**config.mk**
```make
export PLATFORM = sky130hd
export DESIGN_NAME = pm_loader
export DESIGN_NICKNAME = d
export VERILOG_FILES = /design/src/rtl/pm_loader.sv
export SDC_FILE = /design/constraint.sdc
export NUM_CORES = 1
export LEC_CHECK = 0
export CORE_MARGIN = 2
export CORE_UTILIZATION = 46
export DETAILED_ROUTE_END_ITERATION = 12
export GPL_TIMING_DRIVEN = 0
export PLACE_DENSITY = 0.71
export SLEW_MARGIN = 10
export SYNTH_ARGS = -nofsm -noshare
export SYNTH_HDL_FRONTEND = slang
export SYNTH_SLANG_ARGS = --single-unit
```
**constraint.sdc**
```tcl
create_clock -name clk -period 2.61 [get_ports clk]
set_input_delay 0.522 -clock clk [delete_from_list [all_inputs] [get_ports clk]]
set_output_delay 0.522 -clock clk [all_outputs]
set_load 0.1 [all_outputs]
```
**src/rtl/pm_loader.sv**
```systemverilog
// Program-memory loader: takes a byte stream (16-bit word count, big-endian
// 32-bit words, 8-bit checksum) and writes the words into program memory.
module pm_loader #(
  parameter int                ADDR_W    = 16,
  parameter int                DATA_W    = 32,
  parameter logic [ADDR_W-1:0] BASE_ADDR = '0
) (
  input  logic              clk,
  input  logic              reset,
  input  logic              start,
  input  logic [7:0]        in_data,
  input  logic              in_valid,
  output logic              in_ready,
  output logic              pm_wr_en,
  output logic [ADDR_W-1:0] pm_wr_addr,
  output logic [DATA_W-1:0] pm_wr_data,
  output logic              busy,
  output logic              done,
  output logic              err
);

  typedef enum logic [2:0] {
    S_IDLE,
    S_HDR_HI,
    S_HDR_LO,
    S_DATA,
    S_WRITE,
    S_CHK,
    S_DONE
  } state_t;

  state_t      state, state_nxt;
  logic [15:0] count;
  logic [15:0] index;
  logic [1:0]  byte_cnt;
  logic [7:0]  csum;
  logic [7:0]  csum_fin;
  logic        xfer;

  assign xfer     = in_valid && in_ready;
  assign csum_fin = csum + in_data;

  // Address is derived from the word index so it holds steady through WRITE
  // and sits at BASE_ADDR whenever index is cleared.
  assign pm_wr_addr = BASE_ADDR + ADDR_W'(index);

  always_ff @(posedge clk) begin
    if (reset) state <= S_IDLE;
    else       state <= state_nxt;
  end

  always_comb begin
    state_nxt = state;
    in_ready  = 1'b0;
    busy      = 1'b1;
    pm_wr_en  = 1'b0;
    done      = 1'b0;
    case (state)
      S_IDLE: begin
        busy = 1'b0;
        if (start) state_nxt = S_HDR_HI;
      end
      S_HDR_HI: begin
        in_ready = 1'b1;
        if (xfer) state_nxt = S_HDR_LO;
      end
      S_HDR_LO: begin
        in_ready = 1'b1;
        if (xfer) state_nxt = ({count[15:8], in_data} != 16'd0) ? S_DATA : S_CHK;
      end
      S_DATA: begin
        in_ready = 1'b1;
        if (xfer && byte_cnt == 2'd3) state_nxt = S_WRITE;
      end
      S_WRITE: begin
        pm_wr_en  = 1'b1;
        state_nxt = (index == count - 16'd1) ? S_CHK : S_DATA;
      end
      S_CHK: begin
        in_ready = 1'b1;
        if (xfer) state_nxt = S_DONE;
      end
      S_DONE: begin
        done      = 1'b1;
        state_nxt = S_IDLE;
      end
      default: state_nxt = S_IDLE;
    endcase
  end

  always_ff @(posedge clk) begin
    if (reset) begin
      count      <= '0;
      index      <= '0;
      byte_cnt   <= '0;
      csum       <= '0;
      pm_wr_data <= '0;
      err        <= 1'b0;
    end else begin
      case (state)
        S_IDLE: begin
          if (start) begin
            err      <= 1'b0;
            csum     <= '0;
            index    <= '0;
            byte_cnt <= '0;
          end
        end
        S_HDR_HI: if (xfer) count[15:8] <= in_data;
        S_HDR_LO: if (xfer) count[7:0]  <= in_data;
        S_DATA: begin
          // byte_cnt wraps to 0 on the 4th byte, ready for the next word
          if (xfer) begin
            pm_wr_data <= {pm_wr_data[DATA_W-9:0], in_data};
            csum       <= csum_fin;
            byte_cnt   <= byte_cnt + 2'd1;
          end
        end
        S_WRITE: index <= index + 16'd1;
        S_CHK:   if (xfer) err <= (csum_fin != 8'd0);
        default: ;
      endcase
    end
  end

endmodule

```
[After elaboration in Yosys (flattened, before gate mapping)]
Index checks and enable logic that the tools add are counted.
Operators by class
  add/sub/neg operators: 4
  eq/ne operators: 14
  muxes and demuxes: 23
  reduce and logical (&&, ||, !) cells: 16
Operators by type and width (number)
  case mux 16 bit (2 select lines): 1
  two-way mux 3 bit: 7
  case mux 3 bit (6 select lines): 1
  adder 16 x 1 -> 16 bit (second input constant): 1
  == test 16 bit: 1
  two-way mux 16 bit: 1
  two-way mux 8 bit: 2
  case mux 8 bit (2 select lines): 1
  nonzero test 16 bit: 1
  subtractor 16 x 1 -> 16 bit (second input constant): 1
  != test 2 bit (second input constant): 6
  == test 3 bit (second input constant): 3
  adder 8 bit: 1
  AND reduction 2 bit: 4
  nonzero test 8 bit: 1
  == test 3 x 2 -> 1 bit (second input constant): 2
  two-way mux 1 bit: 6
  AND reduction 3 bit: 2
  nonzero test 2 bit: 3
  AND reduction 5 bit: 1
  two-way mux 2 bit: 2
  case mux 2 bit (2 select lines): 1
  OR reduction 4 bit: 1
  == test 3 x 1 -> 1 bit (second input constant): 1
  other kinds (5): 6
Storage, ports and cells
  register bits: 78
  input bits: 12
  output and inout bits: 53

[Longest topological paths before layout]
  word-level depth: 7
  mapped depth: 9
  mapped depth without buffers: 8

[Worst setup path after synthesis]
Ideal clock, no wire load.
  path kind: flip-flop to output port
  from: register state[0]
  to: output in_ready
  arrival: 2.821 ns
  required time: 2.088 ns
  setup slack: -0.733 ns
  cell stages (with the launch flop): 4
  buffers on the path: 1
  path through: dfxtp_1 clkbuf_1 inv_1 o21ai_0
On the way
  word-level cells in the longest chain between the ends: 3
RTL lines
  from (decl): line 32  | state_t state, state_nxt;
  from (signal assigned): line 49  | else state <= state_nxt;
  == test 3 bit (tied with other cells): line 58  | case (state)
  OR reduction 4 bit (no source line) (*)
  two-way mux 1 bit (*): line 58
  to (decl): line 13  | output logic in_ready,
Mark *: on every way between the ends. The rest lies on a longest branch, timed or not.

[Worst setup path in the final report]
  from: register index[9]
  to: output pm_wr_addr[9]
RTL lines
  from (decl): line 34  | logic [15:0] index;
  from (signal assigned): line 119  | S_WRITE: index <= index + 16'd1;
  to (decl): line 15  | output logic [ADDR_W-1:0] pm_wr_addr,
No word-level cell between the ends.

==> load_flow_metrics.sql <==
INSERT INTO impl_metrics (metric_group, metric, value, unit) VALUES
('status', 'status', 'finished clean', ''),
('drt', 'route.detailed.wl_per_inst', '15.6', 'µm'),
('cts', 'clk_latency', '0.36', 'ns'),
('floorplan', 'io-pin-count', '65', ''),
('power_and_ir_drop', 'post-layout-total-power', '2.71', 'mW'),
('final_layout', 'layout_commonest_cell', 'sky130_fd_sc_hd__nand2_1', ''),
('final_layout', 'layout_overhead_on_the_synthesized_area', '24.2', '%'),
('setup_path', 'r2r_setup_slack', '0.30', 'ns'),
('yosys', 'syn-cell-area', '3970', 'µm²'),
('setup_path', 'worst_path_cell_trace', 'clkdlybuf4s50_1', ''),
('timing', 'finalCriticalPeriod', '2.55', 'ns'),
('global_route', 'grt_max_degree', '16', ''),
('timing', 'finClkSkew', '0.0134', 'ns'),
('place', 'place_area', '4730', 'µm²'),
('timing', 'endpoints_failing_hold', '0', ''),
('timing', 'timing_worst_slew_pin_value', '1.00', 'ns'),
('setup_path', 'worstReg2RegStart', 'count[0]$_SDFFE_PP0P_', ''),
('timing', 'setup_viol', '0', ''),
('floorplan', 'placementRows', '33', ''),
('setup_path', 'worst-path-buf-inv', '1', ''),
('floorplan', 'die_area', '9400', 'µm²'),
('cts', 'cts-root-to-sink-buffers', '2', ''),
('setup_path', 'critical_path_class', 'flop to output pin', ''),
('yosys', 'netlist_instances', '497', ''),
('final_layout', 'design_area', '4940', 'µm²'),
('cts', 'tritoncts_clock_tree', 'yes', ''),
('drt', 'drc', '0', ''),
('setup_path', 'cp.arrival', '2.03', 'ns'),
('drt', 'detailedRoute.firstPassIterationCount', '5', ''),
('global_route', 'first_global_vias', '3644', ''),
('timing', 'fin_worst_hold_slack', '0.425', 'ns'),
('final_layout', 'stdcell_count', '680', ''),
('setup_path', 'timing.reg2reg.worst_path_depth', '9', ''),
('final_layout', 'most_frequent_cells_in_the_layout', 'sky130_fd_sc_hd__nand2_1, sky130_fd_sc_hd__dfxtp_1, sky130_fd_sc_hd__a21oi_1', ''),
('power_and_ir_drop', 'cellPowerDensity', '548', 'nW/µm²'),
('setup_path', 'timing.critical_path.fanout_max', '8', ''),
('drt', 'detail_route.iter0.violations', '283', ''),
('floorplan', 'die_x', '96.9', 'µm'),
('yosys', 'synth.avg_cell_area', '8.00', 'µm²'),
('final_layout', 'n_antenna_cell', '0', ''),
('final_layout', 'post_route_cells_drive_above_1_share', '7.83', '%'),
('setup_path', 'crit_required', '2.09', 'ns'),
('setup_path', 'startpoint_type', 'flop', ''),
('place', 'place.port_buffers', '62', ''),
('yosys', 'synth-seq-area-share', '39.3', '%'),
('cts', 'ctsHoldBuffers', '0', ''),
('drt', 'routed_wl', '10.6', 'mm'),
('yosys', 'number_of_synthesized_flops_with_an_enable_pin', '0', ''),
('timing', 'tns', '0', 'ns'),
('drt', 'viasPerCell', '5.58', ''),
('yosys', 'synth_nets', '520', ''),
('cts', 'cts_setup_buffers', '0', ''),
('hold_path', 'holdPathEnd', 'state[0]$_SDFFE_PP0P_', ''),
('hold_path', 'hold_depth', '2', ''),
('cts', 'htreeDepth', '3', ''),
('power_and_ir_drop', 'vdd.ir_drop.worst', '0.287', 'mV'),
('place', 'dpl.cell_count', '664', ''),
('drt', 'vias', '3791', ''),
('setup_path', 'crit_path_top_delay_cell', 'sky130_fd_sc_hd__clkdlybuf4s50_1', ''),
('yosys', 'yosys_most_used_dff', 'sky130_fd_sc_hd__dfxtp_1', ''),
('setup_path', 'regToRegEndpoint', 'state[1]$_SDFFE_PP0P_', ''),
('floorplan', 'placeableCoreArea', '8300', 'µm²'),
('floorplan', 'die_height', '96.9', 'µm'),
('timing', 'final_max_slew_viol_count', '0', ''),
('hold_path', 'hold_class', 'primary input to flop', ''),
('place', 'gp_congestion', '0.879', ''),
('power_and_ir_drop', 'leakage', '1.71', 'nW'),
('cts', 'cts_sink_cnt', '78', ''),
('global_route', 'antenna_violations_before_repair', '0', ''),
('hold_path', 'hp-start', 'in_valid', ''),
('run', 'max-cap-violations', '0', '');
-- registers in the layout, indices dropped and copies added (netlist names) --
register and flops:
byte_cnt 2, count 16, csum 8, err 1, index 16, pm_wr_data 32
state 3
-- kinds of logic (layout without fill, tap and decap cells) --
logic type               Yosys count  after routing  synth area share [%]
AND/OR/NAND/NOR                  221            221                  26.7
AO/OA/AOI/OAI                    109            109                  15.9
flip-flops                        78             78                  39.3
buffers and inverters             36            114                  4.72
XOR/XNOR                          30             30                  6.61
multiplexers                      12             12                  3.15
adder cells (fa/ha/maj)           11             11                  3.65
-- synth_stat cells (8+ instances only) --
cell type | n | area [µm²]
sky130_fd_sc_hd__inv_1 | 9 | 33.8
sky130_fd_sc_hd__o21ai_0 | 8 | 40.0
sky130_fd_sc_hd__clkbuf_1 | 20 | 75.1
sky130_fd_sc_hd__nor3_1 | 10 | 50.1
sky130_fd_sc_hd__dfxtp_1 | 78 | 1560
sky130_fd_sc_hd__nand2_1 | 107 | 402
sky130_fd_sc_hd__ha_1 | 10 | 125
sky130_fd_sc_hd__a21oi_1 | 70 | 350
sky130_fd_sc_hd__xnor2_1 | 23 | 201
sky130_fd_sc_hd__nand3_1 | 23 | 115
sky130_fd_sc_hd__nor2_1 | 35 | 131
sky130_fd_sc_hd__mux2i_1 | 8 | 80.1
-- final cells by class --
cell class / instances / area (µm²)
clock inverter: 7 / 78.8
clock buffer: 9 / 124
fill: 759 / 3360
tap: 105 / 131
multi-input combinational: 383 / 2230
inverter: 9 / 33.8
timing repair buffer: 62 / 627
buffer: 27 / 154
sequential: 78 / 1560
-- worst max path at each step --
stage	startpoint	to	slack (ns)	cells past startpoint
finish	index[9]$_SDFFE_PP0P_	pm_wr_addr[9]	0.06	1
global route	state[1]$_SDFFE_PP0P_	busy	0.004	3
global placement	in_data[1]	err$_SDFFE_PP0P_	-0.31	8
CTS	in_data[1]	err$_SDFFE_PP0P_	0.005	8
floorplan	state[0]$_SDFFE_PP0P_	in_ready	0.02	3
detailed placement	in_data[1]	err$_SDFFE_PP0P_	-0.37	8
-- what timing repair did --
item | 4_1_cts | 5_1_grt
gates resized for setup | 10 | 3
endpoints found under the setup margin | 4 | 3
cloned | 0 | 0
-- metal layers --
metal / global-route usage [%] / up-vias / part of all wire (%)
li1: - / 1876 / -
met1: 30.3 / 1788 / 47
met2: 36.1 / 115 / 45
met3: 5.85 / 12 / 6.2
met4: 7.58 / 0 / 1.3
met5: 0 / - / 0
-- power by group --
part | switching, mW | internal (mW)
logic | 0.346 | 0.184
clock network | 0.486 | 0.455
registers | 0.0236 | 1.21
total | 0.856 | 1.85
-- through the flow --
| step | utilization (%) | setup WS (ns) |
|---|---|---|
| 5_1_grt | 59.5 | 0.00365 |
| 3_3_place_gp | 56.9 | -0.307 |
| 6_report | 59.5 | 0.0587 |
| 2_1_floorplan | - | 0.0242 |
| 3_5_place_dp | 56.9 | -0.371 |
| 4_1_cts | 59.4 | 0.00546 |
(Power assumes the default switching activity.)
